--- src/rtl/ex_mem_reg.sv ---
// ex_mem_reg: EX/MEM pipeline register with address checks, write gating and WB-to-store forwarding
module ex_mem_reg #(
  parameter int unsigned DM_WORDS = 4096
) (
  input  logic        Clk,
  input  logic        Reset,
  input  logic        Stall_In,
  input  logic        Flush_In,
  input  logic [5:0]  Op_In,
  input  logic [31:0] Pc_In,
  input  logic [31:0] Alu_In,
  input  logic [31:0] Rt_Data_In,
  input  logic [4:0]  Rt_In,
  input  logic [4:0]  Wa_In,
  input  logic        RegWrite_In,
  input  logic        MemWrite_In,
  input  logic [1:0]  Tnew_In,
  input  logic        Wb_RegWrite_In,
  input  logic [4:0]  Wb_Wa_In,
  input  logic [31:0] Wb_Data_In,
  output logic [5:0]  Op_Out,
  output logic [31:0] Pc_Out,
  output logic [31:0] Addr_Out,
  output logic [31:0] D_Out,
  output logic        MemWrite_Out,
  output logic [4:0]  Wa_Out,
  output logic        RegWrite_Out,
  output logic [1:0]  Tnew_Out,
  output logic        AdEL_Out,
  output logic        AdES_Out
);
  localparam logic [5:0] OP_LW  = 6'b100011;
  localparam logic [5:0] OP_LH  = 6'b100001;
  localparam logic [5:0] OP_LHU = 6'b100101;
  localparam logic [5:0] OP_LB  = 6'b100000;
  localparam logic [5:0] OP_LBU = 6'b100100;
  localparam logic [5:0] OP_SW  = 6'b101011;
  localparam logic [5:0] OP_SH  = 6'b101001;
  localparam logic [5:0] OP_SB  = 6'b101000;
  logic [5:0]  op_q, op_d;
  logic [31:0] pc_q, pc_d, addr_q, addr_d, rt_data_q, rt_data_d;
  logic [4:0]  rt_q, rt_d, wa_q, wa_d;
  logic [1:0]  tnew_q, tnew_d;
  logic        mem_write_q, mem_write_d, reg_write_q, reg_write_d;
  logic        adel_q, adel_d, ades_q, ades_d;
  logic        is_ld, is_st, misal, oor, bad;
  always_comb begin
    is_ld = Op_In inside {OP_LW, OP_LH, OP_LHU, OP_LB, OP_LBU};
    is_st = Op_In inside {OP_SW, OP_SH, OP_SB};
    misal = (Op_In == OP_LW || Op_In == OP_SW) ? |Alu_In[1:0] :
            (Op_In inside {OP_LH, OP_LHU, OP_SH}) ? Alu_In[0] : 1'b0;
    oor = (is_ld | is_st) & ({2'b00, Alu_In[31:2]} >= DM_WORDS);
    bad = misal | oor;
    // Flush beats Stall so a frozen pipe can still squash this stage
    op_d        = Flush_In ? '0 : Stall_In ? op_q        : Op_In;
    pc_d        = Flush_In ? '0 : Stall_In ? pc_q        : Pc_In;
    addr_d      = Flush_In ? '0 : Stall_In ? addr_q      : Alu_In;
    rt_data_d   = Flush_In ? '0 : Stall_In ? rt_data_q   : Rt_Data_In;
    rt_d        = Flush_In ? '0 : Stall_In ? rt_q        : Rt_In;
    wa_d        = Flush_In ? '0 : Stall_In ? wa_q        : Wa_In;
    tnew_d      = Flush_In ? '0 : Stall_In ? tnew_q      : (Tnew_In == 2'd0 ? 2'd0 : Tnew_In - 2'd1);
    mem_write_d = Flush_In ? '0 : Stall_In ? mem_write_q : MemWrite_In & ~bad;
    reg_write_d = Flush_In ? '0 : Stall_In ? reg_write_q : RegWrite_In & (Wa_In != 5'd0) & ~(is_ld & bad);
    adel_d      = Flush_In ? '0 : Stall_In ? adel_q      : is_ld & bad;
    ades_d      = Flush_In ? '0 : Stall_In ? ades_q      : is_st & bad;
  end
  always_ff @(posedge Clk) begin
    if (Reset) begin
      op_q        <= '0;
      pc_q        <= '0;
      addr_q      <= '0;
      rt_data_q   <= '0;
      rt_q        <= '0;
      wa_q        <= '0;
      tnew_q      <= '0;
      mem_write_q <= 1'b0;
      reg_write_q <= 1'b0;
      adel_q      <= 1'b0;
      ades_q      <= 1'b0;
    end else begin
      op_q        <= op_d;
      pc_q        <= pc_d;
      addr_q      <= addr_d;
      rt_data_q   <= rt_data_d;
      rt_q        <= rt_d;
      wa_q        <= wa_d;
      tnew_q      <= tnew_d;
      mem_write_q <= mem_write_d;
      reg_write_q <= reg_write_d;
      adel_q      <= adel_d;
      ades_q      <= ades_d;
    end
  end
  assign D_Out        = (Wb_RegWrite_In && Wb_Wa_In == rt_q && rt_q != 5'd0) ? Wb_Data_In : rt_data_q;
  assign Op_Out       = op_q;
  assign Pc_Out       = pc_q;
  assign Addr_Out     = addr_q;
  assign MemWrite_Out = mem_write_q;
  assign Wa_Out       = wa_q;
  assign RegWrite_Out = reg_write_q;
  assign Tnew_Out     = tnew_q;
  assign AdEL_Out     = adel_q;
  assign AdES_Out     = ades_q;
endmodule

--- config.mk ---
export PLATFORM = sky130hd
export DESIGN_NAME = ex_mem_reg
export DESIGN_NICKNAME = d
export VERILOG_FILES = /design/src/rtl/ex_mem_reg.sv
export SDC_FILE = /design/constraint.sdc
export NUM_CORES = 1
export LEC_CHECK = 0
export BUFFER_PORTS_ARGS = -buffer_cell sky130_fd_sc_hd__clkbuf_2
export CAP_MARGIN = 10
export CORE_MARGIN = 2
export CORE_UTILIZATION = 44
export DETAILED_ROUTE_END_ITERATION = 7
export PLACE_DENSITY_LB_ADDON = 0.15
export SLEW_MARGIN = 40
export SYNTH_ARGS = -nofsm -noshare
export SYNTH_HDL_FRONTEND = slang
export SYNTH_SLANG_ARGS = --single-unit
--- constraint.sdc ---
create_clock -name Clk -period 2.1 [get_ports Clk]
set_input_delay 0.105 -clock Clk [delete_from_list [all_inputs] [get_ports Clk]]
set_output_delay 0.105 -clock Clk [all_outputs]
set_load 0.05 [all_outputs]
==> flow_metrics.tcl <==
set metrics [dict create \
    worstPathRequired_ps 2000 \
    finalNonFillerCells 997 \
    rsz0062_at_grt "true" \
    root_buffer "clkbuf_8" \
    critPathBufInv 3 \
    cp-start-kind "flop" \
    syn-cell-area_mm2 0.00486 \
    synth-seq-cells 118 \
    drt_iter0_drc 299 \
    start_util_pct 45.0 \
    cts_buffers 17 \
    crit_path_max_incr_delay_ps 360 \
    synth_cell_types 30 \
    crit_path_top_delay_cell "dfxtp_4" \
    grt_pass1_wl_um 27200 \
    grt_max_degree 53 \
    grt_pass1_vias 5333 \
    routed_wl_um 18900 \
    setup_slack_ps -192 \
    design.die.area_mm2 0.0119 \
    finClkSkew_ps 0 \
    drive_gt1_share_pct 41.9 \
    maxCapViolCount 0 \
    fin_crit_sh_pct 109 \
    critPathTopFamily "buffers and inverters" \
    grt_remaining_overflow 0 \
    place_area_mm2 0.00635 \
    endpoint_kind "output port" \
    violations "negative setup slack" \
    crit_chain "xnor2_2, nand2_1, a211oi_4, buf_6, buf_16, mux2_4, clkbuf_16" \
    seqCellArea_mm2 0.00238 \
    antenna_found_initial 0 \
    hpwl_um 9960 \
    power.total_w 0.00647 \
    multiInputGateArea_mm2 0.00241 \
    synth_cells 454 \
    setup_viol 32 \
    drtAntennaViolNets 0 \
    fill_cells 630 \
    status "finished, violations left" \
    period_minus_slack_ps 2290 \
    worst_pin_slew_ps 637 \
    htree_num_levels 4 \
    wl_per_cell_um 19.0 \
    p_leak_nw 4.23 \
    diodes 0 \
    viasPerCell 5.05 \
    drc 0 \
    die_h_um 109 \
    worst_hold_slack_ps 32.6 \
    min_path_type "input pin to flop" \
    syn-num-nets 612 \
    hold_viol 0 \
    clkSlewWorstSetupHoldPaths_ps 50 \
    grt_usage_pct 30.2 \
    p_per_area_mw_per_mm2 747 \
    cts_tree "done" \
    num_rows 38 \
    clkSinkCount 118 \
    dr.pass1.iters 4 \
    final_area_mm2 0.00867 \
    peakVddDrop_v 0.000526 \
    final_nets 1002 \
    placedCellCount 843 \
    coreArea_mm2 0.0108 \
    die_w_um 109 \
    max_freq_ghz 0.436 \
    vias 5038 \
    cp.arrival_ps 2190 \
    crit_fanout 8 \
    ys_seq_area_share_pct 48.6 \
    io_buffers 270 \
    relSlewSlack_pct 57.5 \
    gp_congestion 0.786 \
    syn_area_per_cell_um2 10.7 \
    maxSlewViolCount 0 \
    yosysWarningCount 0 \
    syn_to_final_growth_pct 78.4 \
    clock_latency_ps 510 \
    io_pins 271 \
    critical_path_class "flop to output port" \
    clockBufferDepth 2 \
]
-- layer usage --
layer	global-route usage [%]	part of all wire, %	wire, um	up-vias
li1	-	-	-	2342
met5	0	0	0	-
met1	30.8	36	6800	2368
met2	55.3	52	9790	269
met3	9.32	8.1	1530	59
met4	14.9	4.2	790	0
-- layout by cell type, fill, tap and decap left out, drive strengths merged --
cell type    instances
a211oi               2
a21oi                3
a32o                 2
buf                 44
bufinv               4
clkbuf             263
clkinv               4
clkinvlp             1
dfxtp              118
dlygate4sd3        117
mux2                32
mux2i              112
nand2                6
nand2b               2
nand3                4
nor2               120
nor2b                1
nor3                 1
nor3b                1
nor4                 4
nor4b                3
nor4bb               1
o21ai                3
o22ai                1
o31ai                1
o41ai                1
or2                  1
or4                  1
xnor2                4
-- cells by family (layout without fill, tap and decap cells) --
| family | after synthesis | in the layout | share of synthesized area, % |
|---|---|---|---|
| AND/OR/NAND/NOR | 145 | 145 | 12.3 |
| multiplexers | 144 | 144 | 32.8 |
| flip-flops | 118 | 118 | 48.6 |
| buffers and inverters | 30 | 433 | 3.12 |
| AO/OA/AOI/OAI | 13 | 13 | 2.22 |
| XOR/XNOR | 4 | 4 | 0.876 |
-- synthesized netlist by cell type --
master | instances | area (um2)
a211oi_1 | 1 | 7.51
a211oi_4 | 1 | 20.0
a21oi_1 | 3 | 15.0
a32o_1 | 2 | 20.0
buf_1 | 3 | 11.3
buf_2 | 13 | 65.1
buf_6 | 3 | 33.8
clkbuf_1 | 11 | 41.3
dfxtp_1 | 118 | 2360
mux2_2 | 2 | 22.5
mux2_4 | 30 | 450
mux2i_1 | 112 | 1120
nand2_1 | 6 | 22.5
nand2b_1 | 2 | 12.5
nand3_1 | 4 | 20.0
nor2_1 | 120 | 450
nor2b_1 | 1 | 6.26
nor3_1 | 1 | 5.00
nor3b_1 | 1 | 7.51
nor4_1 | 4 | 25.0
nor4b_1 | 3 | 26.3
nor4bb_1 | 1 | 10.0
o21ai_0 | 3 | 15.0
o22ai_1 | 1 | 6.26
o31ai_1 | 1 | 7.51
o41ai_2 | 1 | 16.3
or2_2 | 1 | 6.26
or4_1 | 1 | 7.51
xnor2_1 | 3 | 26.3
xnor2_2 | 1 | 16.3
-- where the power goes --
| part | total [W] | internal [W] | switching (W) |
|---|---|---|---|
| Clock | 0.00300 | 0.00201 | 0.000983 |
| Sequential | 0.00236 | 0.00231 | 0.0000500 |
| Combinational | 0.00111 | 0.000514 | 0.000598 |
-- worst paths after layout --
kind,startpoint,end,slack [ps],cells after the start
worst max register to register,rt_data_q[9],rt_data_q[9],1330,2
worst min-delay path,RegWrite_In,RegWrite_Out,30,3
worst max-delay path,rt_q[0],D_Out[28],-190,7
worst min register to register,AdEL_Out,AdEL_Out,500,2
-- flip-flops by register name, indices dropped and copies added (netlist names) --
| name | cells |
|---|---|
| AdEL_Out | 1 |
| AdES_Out | 1 |
| Addr_Out | 32 |
| MemWrite_Out | 1 |
| Op_Out | 6 |
| Pc_Out | 32 |
| RegWrite_Out | 1 |
| Tnew_Out | 2 |
| Wa_Out | 5 |
| rt_data_q | 32 |
| rt_q | 5 |
-- worst register-to-register path: cells and delay by family (launching register included) --
| family | cells | cell delay (ps) |
|---|---|---|
| flops | 1 | 320 |
| mux | 1 | 220 |
| simple gates | 1 | 100 |
-- cell type report --
cell class,instances,area share (%)
timing repair buffer,401,35.6
multi-input combinational,306,27.8
sequential,118,27.4
clock buffer,23,5.39
tap,140,2.02
clock inverter,9,1.70
-- repair_timing --
action	CTS	global route
pin swaps	7	2
hold endpoints to repair	117	0
setup buffers	2	0
cloned	3	0
endpoints found under the setup margin	32	32
resized for setup	86	33
hold buffers	117	0
-- stage by stage --
step           utilization, %  setup WS (ps)  TNS (ps)
2_1_floorplan               -            435         0
3_3_place_gp             58.8            225         0
3_5_place_dp             58.8            172         0
4_1_cts                  79.8           -193     -5750
5_1_grt                  80.3           -251     -7380
6_report                 80.3           -192     -5450
(Power assumes the default switching activity.)
